==> config.mk <==
export PLATFORM = sky130hd
export DESIGN_NAME = lane_ctrl_trainer
export DESIGN_NICKNAME = d
export VERILOG_FILES = /design/src/rtl/lane_trn_pkg.sv /design/src/rtl/lane_trn_wait_cnt.sv /design/src/rtl/lane_ctrl_trainer.sv
export SDC_FILE = /design/constraint.sdc
export NUM_CORES = 1
export LEC_CHECK = 0
export CORE_MARGIN = 1
export CORE_UTILIZATION = 35
export CTS_BUF_LIST = sky130_fd_sc_hd__clkbuf_4
export DETAILED_ROUTE_END_ITERATION = 16
export GPL_TIMING_DRIVEN = 0
export PLACE_DENSITY = 0.59
export SYNTH_ARGS = -nofsm -noshare
export SYNTH_HDL_FRONTEND = slang
export SYNTH_HIERARCHICAL = 1
export SYNTH_SLANG_ARGS = --single-unit
==> constraint.sdc <==
create_clock -name fab_clk -period 3.5 [get_ports fab_clk]
set_clock_uncertainty 0.2 [all_clocks]
set_input_delay 0.7 -clock fab_clk [delete_from_list [all_inputs] [get_ports fab_clk]]
set_output_delay 0.7 -clock fab_clk [all_outputs]
set_load 0.02 [all_outputs]
==> src/rtl/lane_trn_pkg.sv <==
// rtl/lane_trn_pkg.sv - shared constants for the lane read-gate / delay-line trainer
package lane_trn_pkg;

   // Default build parameters for one DDR4 lane
   localparam int MAX_TAPS_DEF    = 128;
   localparam int TAP_W_DEF       = 7;
   localparam int SETTLE_CYC_DEF  = 8;
   localparam int ACK_TIMEOUT_DEF = 1023;

   // Failure codes reported on err_code
   localparam logic [1:0] ERR_NONE    = 2'd0;
   localparam logic [1:0] ERR_NO_GATE = 2'd1;
   localparam logic [1:0] ERR_NO_WIN  = 2'd2;
   localparam logic [1:0] ERR_TIMEOUT = 2'd3;

   // Training FSM state encoding
   localparam logic [3:0] ST_IDLE       = 4'd0;
   localparam logic [3:0] ST_LOAD       = 4'd1;
   localparam logic [3:0] ST_GATE_SET   = 4'd2;
   localparam logic [3:0] ST_GATE_RD    = 4'd3;
   localparam logic [3:0] ST_DLY_RD     = 4'd4;
   localparam logic [3:0] ST_DLY_MOVE   = 4'd5;
   localparam logic [3:0] ST_DLY_SETTLE = 4'd6;
   localparam logic [3:0] ST_CENTER     = 4'd7;
   localparam logic [3:0] ST_FINISH     = 4'd8;
   localparam logic [3:0] ST_FAIL       = 4'd9;

endpackage

==> src/rtl/lane_trn_wait_cnt.sv <==
// rtl/lane_trn_wait_cnt.sv - loadable down-counter with zero flag for settle, pause and ack timeout
module lane_trn_wait_cnt
   import lane_trn_pkg::*;
#(
   parameter int W = $clog2(ACK_TIMEOUT_DEF + 1)
) (
   input  logic         clk,
   input  logic         rst_n,
   input  logic         ld,
   input  logic [W-1:0] ld_val,
   output logic         zero
);

   logic [W-1:0] cnt;

   // Load wins over counting; the count parks at zero until reloaded
   always_ff @(posedge clk or negedge rst_n) begin
      if (!rst_n) begin
         cnt <= '0;
      end else if (ld) begin
         cnt <= ld_val;
      end else if (cnt != '0) begin
         cnt <= cnt - 1'b1;
      end
   end

   assign zero = (cnt == '0);

endmodule

==> src/rtl/lane_ctrl_trainer.sv <==
// rtl/lane_ctrl_trainer.sv - per-lane read-gate training, RX DQS eye sweep and delay-line centring
module lane_ctrl_trainer
   import lane_trn_pkg::*;
#(
   parameter int MAX_TAPS    = MAX_TAPS_DEF,
   parameter int TAP_W       = TAP_W_DEF,
   parameter int SETTLE_CYC  = SETTLE_CYC_DEF,
   parameter int ACK_TIMEOUT = ACK_TIMEOUT_DEF
) (
   input  logic             fab_clk,
   input  logic             arst_n,
   input  logic             start,
   output logic             rd_req,
   input  logic             rd_ack,
   input  logic             rd_pass,
   input  logic             rx_burst_detect,
   input  logic             rx_delay_line_out_of_range,
   output logic [2:0]       read_clk_sel,
   output logic             hs_io_clk_pause,
   output logic             delay_line_sel,
   output logic             delay_line_load,
   output logic             delay_line_direction,
   output logic             delay_line_move,
   output logic             busy,
   output logic             done,
   output logic             err,
   output logic [1:0]       err_code,
   output logic [TAP_W-1:0] win_start,
   output logic [TAP_W-1:0] win_end
);

   localparam int               CNT_W     = $clog2(ACK_TIMEOUT + 1);
   localparam logic [CNT_W-1:0] PAUSE_LD  = CNT_W'(SETTLE_CYC - 1);
   localparam logic [CNT_W-1:0] SETTLE_LD = CNT_W'(SETTLE_CYC);
   localparam logic [CNT_W-1:0] ACK_LD    = CNT_W'(ACK_TIMEOUT - 1);
   localparam logic [TAP_W-1:0] TAP_LAST  = TAP_W'(MAX_TAPS - 1);
   localparam logic [TAP_W-1:0] TAP_ONE   = TAP_W'(1);

   logic [3:0]       state;
   logic [2:0]       sel;
   logic [TAP_W-1:0] tap;
   logic             in_win;
   logic             det_acc;
   logic             ctr_ph;
   logic             armed;
   logic [1:0]       fail_code;

   logic             cnt_ld;
   logic [CNT_W-1:0] cnt_val;
   logic             cnt_zero;
   logic             det;
   logic [TAP_W:0]   win_sum;
   logic [TAP_W:0]   center_tap;
   logic             at_target;

   // Burst detect seen anywhere in the current request, including the ack cycle
   assign det        = det_acc | rx_burst_detect;
   // Midpoint at one extra bit so the sum of two high taps cannot wrap
   assign win_sum    = {1'b0, win_start} + {1'b0, win_end};
   assign center_tap = win_sum >> 1;
   assign at_target  = ({1'b0, tap} == center_tap);

   // Counter reload points: pause on gate change, ack timeout on request, settle after each move
   always_comb begin
      cnt_ld  = 1'b0;
      cnt_val = '0;
      case (state)
         ST_LOAD: begin
            cnt_ld  = 1'b1;
            cnt_val = PAUSE_LD;
         end
         ST_GATE_RD: begin
            if (!rd_req) begin
               cnt_ld  = 1'b1;
               cnt_val = ACK_LD;
            end else if (rd_ack && !det && sel != 3'd7) begin
               cnt_ld  = 1'b1;
               cnt_val = PAUSE_LD;
            end
         end
         ST_DLY_RD: begin
            if (!rd_req) begin
               cnt_ld  = 1'b1;
               cnt_val = ACK_LD;
            end
         end
         ST_DLY_MOVE: begin
            cnt_ld  = 1'b1;
            cnt_val = SETTLE_LD;
         end
         ST_CENTER: begin
            if (!ctr_ph && !at_target) begin
               cnt_ld  = 1'b1;
               cnt_val = SETTLE_LD;
            end
         end
         default: ;
      endcase
   end

   lane_trn_wait_cnt #(
      .W (CNT_W)
   ) u_wait_cnt (
      .clk    (fab_clk),
      .rst_n  (arst_n),
      .ld     (cnt_ld),
      .ld_val (cnt_val),
      .zero   (cnt_zero)
   );

   // Training sequencer; all lane-controller outputs are registered here
   always_ff @(posedge fab_clk or negedge arst_n) begin
      if (!arst_n) begin
         state                <= ST_IDLE;
         sel                  <= '0;
         tap                  <= '0;
         in_win               <= 1'b0;
         det_acc              <= 1'b0;
         ctr_ph               <= 1'b0;
         armed                <= 1'b0;
         fail_code            <= ERR_NONE;
         rd_req               <= 1'b0;
         read_clk_sel         <= '0;
         hs_io_clk_pause      <= 1'b0;
         delay_line_sel       <= 1'b0;
         delay_line_load      <= 1'b0;
         delay_line_direction <= 1'b0;
         delay_line_move      <= 1'b0;
         busy                 <= 1'b0;
         done                 <= 1'b0;
         err                  <= 1'b0;
         err_code             <= ERR_NONE;
         win_start            <= '0;
         win_end              <= '0;
      end else begin
         // armed stays low for the first edge after reset release so a coincident start is dropped
         armed           <= 1'b1;
         delay_line_load <= 1'b0;
         delay_line_move <= 1'b0;
         case (state)
            ST_IDLE: begin
               if (start && armed) begin
                  done            <= 1'b0;
                  err             <= 1'b0;
                  err_code        <= ERR_NONE;
                  win_start       <= '0;
                  win_end         <= '0;
                  busy            <= 1'b1;
                  delay_line_sel  <= 1'b1;
                  delay_line_load <= 1'b1;
                  state           <= ST_LOAD;
               end
            end
            ST_LOAD: begin
               tap             <= '0;
               sel             <= '0;
               in_win          <= 1'b0;
               ctr_ph          <= 1'b0;
               read_clk_sel    <= '0;
               hs_io_clk_pause <= 1'b1;
               state           <= ST_GATE_SET;
            end
            ST_GATE_SET: begin
               if (cnt_zero) begin
                  hs_io_clk_pause <= 1'b0;
                  state           <= ST_GATE_RD;
               end
            end
            ST_GATE_RD: begin
               if (!rd_req) begin
                  rd_req  <= 1'b1;
                  det_acc <= 1'b0;
               end else if (rd_ack) begin
                  rd_req <= 1'b0;
                  if (det) begin
                     state <= ST_DLY_RD;
                  end else if (sel != 3'd7) begin
                     sel             <= sel + 3'd1;
                     read_clk_sel    <= sel + 3'd1;
                     hs_io_clk_pause <= 1'b1;
                     state           <= ST_GATE_SET;
                  end else begin
                     fail_code <= ERR_NO_GATE;
                     state     <= ST_FAIL;
                  end
               end else if (cnt_zero) begin
                  rd_req    <= 1'b0;
                  fail_code <= ERR_TIMEOUT;
                  state     <= ST_FAIL;
               end else begin
                  det_acc <= det;
               end
            end
            ST_DLY_RD: begin
               if (!rd_req) begin
                  rd_req <= 1'b1;
               end else if (rd_ack) begin
                  rd_req <= 1'b0;
                  if (rd_pass) begin
                     if (!in_win) begin
                        win_start <= tap;
                     end
                     win_end <= tap;
                     in_win  <= 1'b1;
                  end
                  if (!rd_pass && in_win) begin
                     delay_line_direction <= 1'b0;
                     ctr_ph               <= 1'b0;
                     state                <= ST_CENTER;
                  end else if (tap == TAP_LAST || rx_delay_line_out_of_range) begin
                     if (in_win || rd_pass) begin
                        delay_line_direction <= 1'b0;
                        ctr_ph               <= 1'b0;
                        state                <= ST_CENTER;
                     end else begin
                        fail_code <= ERR_NO_WIN;
                        state     <= ST_FAIL;
                     end
                  end else begin
                     delay_line_direction <= 1'b1;
                     state                <= ST_DLY_MOVE;
                  end
               end else if (cnt_zero) begin
                  rd_req    <= 1'b0;
                  fail_code <= ERR_TIMEOUT;
                  state     <= ST_FAIL;
               end
            end
            ST_DLY_MOVE: begin
               delay_line_move <= 1'b1;
               tap             <= tap + TAP_ONE;
               state           <= ST_DLY_SETTLE;
            end
            ST_DLY_SETTLE: begin
               if (cnt_zero) begin
                  state <= ST_DLY_RD;
               end
            end
            ST_CENTER: begin
               // ctr_ph=0 decides/issues a step, ctr_ph=1 waits out the settle time
               if (!ctr_ph) begin
                  if (at_target) begin
                     state <= ST_FINISH;
                  end else begin
                     delay_line_move <= 1'b1;
                     tap             <= tap - TAP_ONE;
                     ctr_ph          <= 1'b1;
                  end
               end else if (cnt_zero) begin
                  ctr_ph <= 1'b0;
               end
            end
            ST_FINISH: begin
               done           <= 1'b1;
               busy           <= 1'b0;
               delay_line_sel <= 1'b0;
               state          <= ST_IDLE;
            end
            ST_FAIL: begin
               err            <= 1'b1;
               err_code       <= fail_code;
               busy           <= 1'b0;
               delay_line_sel <= 1'b0;
               state          <= ST_IDLE;
            end
            default: begin
               state <= ST_IDLE;
            end
         endcase
      end
   end

endmodule

======== Yosys cells after proc, flatten, opt, wreduce, memory -nomap -nowiden ========
Cells that the tools add are included.
word-level totals
  bits in registers ....................... 54
  input bits .............................. 7
  output and inout port bits .............. 28
  word-level logic and storage cells ...... 198
cells by class
  add/subtract/negate cells ............... 5
  equal/unequal tests ..................... 36
  mux-type cells .......................... 94
  bitwise operators ....................... 1
  reduce and logical (&&, ||, !) cells .... 42
operators with widths
  operator                                                               number
  7-bit 2-to-1 mux                                                       10
  4-bit 2-to-1 mux                                                       16
  10-bit one-hot mux with 5 select lines                                 1
  10-bit 2-to-1 mux                                                      4
  1-bit 2-to-1 mux                                                       32
  2-bit != test (second input constant)                                  16
  4-bit one-hot mux with 8 select lines                                  1
  7-bit one-hot mux with 2 select lines                                  2
  3-bit != test (second input constant)                                  8
  2-bit 2-to-1 mux                                                       11
  7-bit one-hot mux with 3 select lines                                  1
  4-bit by 3-bit == test with 1-bit output (second input constant)       4
  2-bit nonzero test                                                     8
  3-bit 2-to-1 mux                                                       5
  5-bit AND reduction                                                    3
  6-bit AND reduction                                                    2
  10-bit logical NOT                                                     1
  1-bit one-hot mux with 2 select lines                                  5
  10-bit nonzero test                                                    1
  10-bit by 1-bit subtractor with 10-bit output (second input constant)  1
  3-bit nonzero test                                                     3
  7-bit by 7-bit adder with 8-bit output                                 1
  4-bit by 2-bit == test with 1-bit output (second input constant)       2
  4-bit == test (second input constant)                                  2
  22 further kinds                                                       38

======== Logic depth before layout (Yosys ltp) ========
  depth in word-level cells ............... 8
  mapped depth ............................ 13
  gate-level depth less buffers ........... 12

======== Cells and area by module ========
The synthesis kept the hierarchy.
modules (own cells, without submodules)
  module             instances  cells an instance  area each (um^2)  sequential area each (um^2)
  lane_ctrl_trainer  1          307                2680.1            1101.1
  lane_trn_wait_cnt  1          63                 606.8             250.2

======== Least setup slack after synthesis ========
No wires, ideal clock.
  path type ............................... flip-flop to flip-flop
  start point ............................. register win_start[1]
  end point ............................... register u_wait_cnt.cnt[5]
  library setup time ...................... 94 ps
  arrival ................................. 3029 ps
  required time ........................... 3206 ps
  path slack .............................. 177 ps
  cell stages (with the launch flop) ...... 14
  path buffers ............................ 1
  clock period less this slack ............ 3323 ps
  path through ............................ dfrtp_1 > inv_1 > fa_1 > xor2_1 > o21ai_0 > a311oi_1 > nand4_1 > or3_4 > o21a_4 > or2_1 > inv_1 > clkbuf_1 > nor2_1 > a211oi_1
on the way
  word-level cells in the longest chain between the ends .. 7
  elaborated cells on any way between the ends .. 8
  those cells by class .................... 1 x add/sub; 1 x eq/ne; 3 x mux; 3 x reduce/logical
RTL lines
  item                                                     RTL line                  RTL
  from (decl)                                              lane_ctrl_trainer.sv:28   output logic [TAP_W-1:0] win_start,
  from (signal assigned)                                   lane_ctrl_trainer.sv:201  win_start <= tap;
  7-bit by 7-bit adder with 8-bit output *                 lane_ctrl_trainer.sv:59   assign win_sum = {1'b0, win_start} + {1'b0, win_end};
  7-bit == test *                                          lane_ctrl_trainer.sv:61   assign at_target = ({1'b0, tap} == center_tap);
  1-bit logical NOT *                                      lane_ctrl_trainer.sv:92   if (!ctr_ph && !at_target) begin
  1-bit logical AND *                                      lane_ctrl_trainer.sv:92
  1-bit 2-to-1 mux *                                       lane_ctrl_trainer.sv:92
  1-bit one-hot mux with 4 select lines *                  lane_ctrl_trainer.sv:67   case (state)
  via cnt_ld                                               lane_ctrl_trainer.sv:48   logic cnt_ld;
  10-bit 2-to-1 mux or 2-bit nonzero test (tied branches)  n/a
  to (signal assigned)                                     lane_trn_wait_cnt.sv:21   cnt <= ld_val;
  to (signal assigned)                                     lane_trn_wait_cnt.sv:23   cnt <= cnt - 1'b1;
  to (decl)                                                lane_trn_wait_cnt.sv:14   logic [W-1:0] cnt;
Mark *: on every way through the listed nets, which the timed path passes. The rest lies on a longest branch.
A chain may end at the register's enable or synchronous reset.

======== Worst setup path in the final report ========
  start point ............................. register win_start[1]
  end point ............................... register u_wait_cnt.cnt[7]
Same word-level chain as after synthesis.

==> impl_results.md <==
* Run status: complete, no violations
* Multi-input gate area at about 1800 um^2
* Seq/Total Area, Yosys at 0.4111
* Diode insertion count for antenna repair at 0
* Number of global-route vias before repair at 2765
* Layout overhead on the synthesized area at 17.81%
* Normalized max-slew margin at 0.2331
* Cell area after technology mapping at between 3000 and 4000 um^2
* Synthesis warning total at 6
* Endpoints failing hold at 0
* Launching point of the worst reg2reg path: win_start[1]
* Commonest non-fill, non-tap cells in the layout: sky130_fd_sc_hd__nand2_1 (59), sky130_fd_sc_hd__dfrtp_1 (54), sky130_fd_sc_hd__clkdlybuf4s50_1 (32), sky130_fd_sc_hd__a21oi_1 (30), sky130_fd_sc_hd__o21ai_0 (27)
* Share of total power in combinational logic at 0.580
* Minimum hold slack at 0.07163 ns
* Leakage Power at around 1.7 nW
* Asr flop ratio synth at 1.000
* Power spent charging and discharging nets at about 1.6 mW
* Sinks on the clock net at 54
* H-tree levels at 2
* Area taken by flip-flops and latches at between 1000 and 1500 um^2
* Wire length of the first global-routing pass at approximately 13000 um
* Register-to-register setup slack at ~0.13 ns
* Setup repair after global routing missed its margin: yes
* Largest net degree at the start of global routing at 32
* Bufs and invs on worst path at 2
* Maximum ir drop on the vdd rail at 0.0002974 V
* Cell Rows at 34
* Length of the first detailed-routing pass in iterations at 4
* Filler Cells Inserted at 858
* WS Path Type: reg -> reg
* Maximum clock path buffer count at 2
* Post-route worst setup slack at 0.1323 ns
* Remaining antenna violation count at 0
* Data required time at the worst endpoint at 3.60 ns
* Reg-to-Reg End: u_wait_cnt/cnt[7]
* Slowest stage delay, CP at approximately 0.56 ns
* Switching fraction of total power at 0.4566
* Total half-perimeter wirelength after legalization and detailed placement at between 5000 and 6000 um
* Setup Viol. Count Final at 0
* Number of input and output port buffers inserted at 33
* Actual slew at the worst max-slew pin at approximately 1.1 ns
* Power Internal at ~1.9 mW
* Final Max Tran Viols at 0
* Total Die Area at 9782 um^2
* Worst hold-check path type: in -> async
* Via count at ~2900
* Core box area at 8891 um^2
* Initial DRC Count at around 120
* Most common library cell in the layout ignoring fill and taps: sky130_fd_sc_hd__nand2_1
* Sequential power share at 0.315
* Total congestion overflow at 0
* Critical Path Sink Type: flop
* Area share of the leading cell type in the synthesized netlist at 0.4111
* Series of cell instances along the critical path: inv_1 -> fa_1 -> xor2_1 -> o21ai_0 -> a311oi_1 -> nand4_1 -> or3_4 -> o21a_4 -> or2_1 -> inv_4 -> nor2_1 -> a211oi_1
* CP Max Fanout at 11
* DR WL/cell at 14.93 um
* Power density of the placed cells at between 800 and 900 nW/um^2
* Layout Nets at ~440
* Initial Util at 0.3697
* Post-CTS Hold Fix Bufs at 0
* Number of distinct library cells after synthesis at 63
* FMAX at 296.9 MHz
* Yosys top cell by area: sky130_fd_sc_hd__dfrtp_1
* DRC violation count after routing at 0
* Number of buffers created by CTS at 5
* WP data arrival at around 3.5 ns
* Die span in y at 98.91 um
* Fraction of the core area covered by cells at the end of the flow at 0.4355
* Count of cells along the worst register-to-register path at 12
* Number of enable flip-flop cells after synthesis at 0
* Ratio of cells with drive above 1 in the final layout at 0.08475
* CP max stage cell: sky130_fd_sc_hd__fa_1
* Kind of start point of the critical path: flop
* Syn Area/Cell at between 8 and 9 um^2
* Clock share of power at 0.105
* Width of the die at about 99 um
* Total nets after synthesis at around 400
* Io pins at 35
* Gate Count Post-Synth at 370
* Number of flip-flops and latches in the synthesized netlist at 54
* CTS Root Buffer Type: sky130_fd_sc_hd__clkbuf_4
* Worst Setup Slack post-DPL at -0.1132 ns
* CTS tree: yes
* Via-per-instance ratio at between 5 and 6
* Routed Wire Length at between 7000 and 8000 um
* Period utilisation layout at 0.9622
* Overall Global Routing Usage at 0.1681
* Min Clock Period, post-route at 3.368 ns
* Category of cells accounting for the largest share of critical-path delay: simple AND/OR/NAND/NOR gates
* Predominant post-synthesis flop cell: sky130_fd_sc_hd__dfrtp_1
* Latest clock arrival within the worst-skew pair at approximately 0.38 ns
* Top cells by area in the synthesized netlist: sky130_fd_sc_hd__dfrtp_1 (41%), sky130_fd_sc_hd__nand2_1 (6.7%), sky130_fd_sc_hd__ha_1 (5.3%)
* Routability Congestion at between 0.9 and 1
* Initial antenna violation count at 0
* Clock-pin slew on the worst setup and hold paths at 0.17 ns
* Summed negative setup slack over all endpoints at 0 ns
* # Max-Cap Violations at 0
[sequential cells by signal (all words and copies together), names as in the netlist]
name and flops:
win_end 7, err 1, sel 3, done 1, tap 7, delay_line_load 1, rd_req 1, fail_code 2
state 4, err_code 2, busy 1, delay_line_move 1, hs_io_clk_pause 1, delay_line_direction 1, armed 1, u_wait_cnt/cnt 10
in_win 1, ctr_ph 1, win_start 7, det_acc 1
[how the worst max path moves through the flow]
stage                            start                 to  cells past startpoint  slack (ns)
after floorplan           win_start[1]  u_wait_cnt/cnt[5]                     13        0.18
after global placement          arst_n             sel[1]                      1       -0.21
after detailed placement  win_start[1]  u_wait_cnt/cnt[6]                     13       -0.11
after CTS                 win_start[1]  u_wait_cnt/cnt[7]                     12        0.01
after global routing      win_start[1]  u_wait_cnt/cnt[7]                     12       -0.04
final                     win_start[1]  u_wait_cnt/cnt[7]                     12        0.13
[cell families after synthesis]
| kind of cell | share of synthesized area |
|---|---|
| multiplexers | 0.01408 |
| other | 0.001141 |
| buffers and inverters | 0.04264 |
| adder cells (fa/ha/maj) | 0.06548 |
| XOR/XNOR | 0.05596 |
| flip-flops | 0.4111 |
| AND/OR/NAND/NOR | 0.1957 |
| AO/OA/AOI/OAI | 0.2139 |
[power groups by stage]
stage               Clock (mW)  Sequential [mW]  Combinational [mW]
floorplan                    0             1.17                1.34
global placement             0             1.11                1.95
detailed placement           0             1.11                1.97
CTS                      0.378             1.10                1.97
global route             0.403             1.13                2.24
finish                   0.365             1.10                2.02
[cells in the mapped netlist (3+ instances only)]
library cell,number
sky130_fd_sc_hd__clkbuf_1,9
sky130_fd_sc_hd__o21ai_0,27
sky130_fd_sc_hd__nand3_1,11
sky130_fd_sc_hd__a21o_1,7
sky130_fd_sc_hd__nor2b_1,3
sky130_fd_sc_hd__nor3_1,9
sky130_fd_sc_hd__nand2_1,59
sky130_fd_sc_hd__buf_2,4
sky130_fd_sc_hd__a211oi_1,7
sky130_fd_sc_hd__inv_1,16
sky130_fd_sc_hd__nor2_1,24
sky130_fd_sc_hd__xor2_1,8
sky130_fd_sc_hd__o31ai_1,7
sky130_fd_sc_hd__a311oi_1,3
sky130_fd_sc_hd__xnor2_1,13
sky130_fd_sc_hd__a21oi_1,30
sky130_fd_sc_hd__dfrtp_1,54
sky130_fd_sc_hd__nor4_1,4
sky130_fd_sc_hd__ha_1,14
[worst register-to-register path, stage by stage (launching register included)]
cell	delay [ns]
sky130_fd_sc_hd__dfrtp_1	0.42
sky130_fd_sc_hd__inv_1	0.07
sky130_fd_sc_hd__fa_1	0.56
sky130_fd_sc_hd__xor2_1	0.14
sky130_fd_sc_hd__o21ai_0	0.10
sky130_fd_sc_hd__a311oi_1	0.23
sky130_fd_sc_hd__nand4_1	0.19
sky130_fd_sc_hd__or3_4	0.41
sky130_fd_sc_hd__o21a_4	0.24
sky130_fd_sc_hd__or2_1	0.27
sky130_fd_sc_hd__inv_4	0.13
sky130_fd_sc_hd__nor2_1	0.06
sky130_fd_sc_hd__a211oi_1	0.26
[layout make-up]
type / count / area share
Buffer: 16 / 0.02068
Timing Repair Buffer: 36 / 0.09305
Tap cell: 108 / 0.03490
Inverter: 16 / 0.01616
Multi-Input combinational cell: 283 / 0.4649
Sequential cell: 54 / 0.3490
Clock inverter: 2 / 0.009693
Clock buffer: 6 / 0.01163
[layer usage]
layer / GRT usage / wire, um / vias up
met5: 0 / 0 / -
met4: 0.05166 / 75 / 0
met3: 0.02482 / 284 / 8
met2: 0.2706 / 3619 / 73
met1: 0.2333 / 3797 / 1357
li1: - / - / 1415
[metrics by stage]
step / area [um^2] / total power [mW] / cells
floorplan: 3287 / 2.507 / 370
global placement: 3752 / 3.060 / 511
detailed placement: 3767 / 3.087 / 512
CTS: 3846 / 3.453 / 519
global route: 3872 / 3.779 / 521
finish: 3872 / 3.480 / 521
[repair_timing]
action                     in CTS  in global routing
gates resized for setup         0                  8
pin swaps                       0                  2
setup endpoints to repair       5                 10
buffers inserted                0                  2
Power figures use the tool's default switching activity.
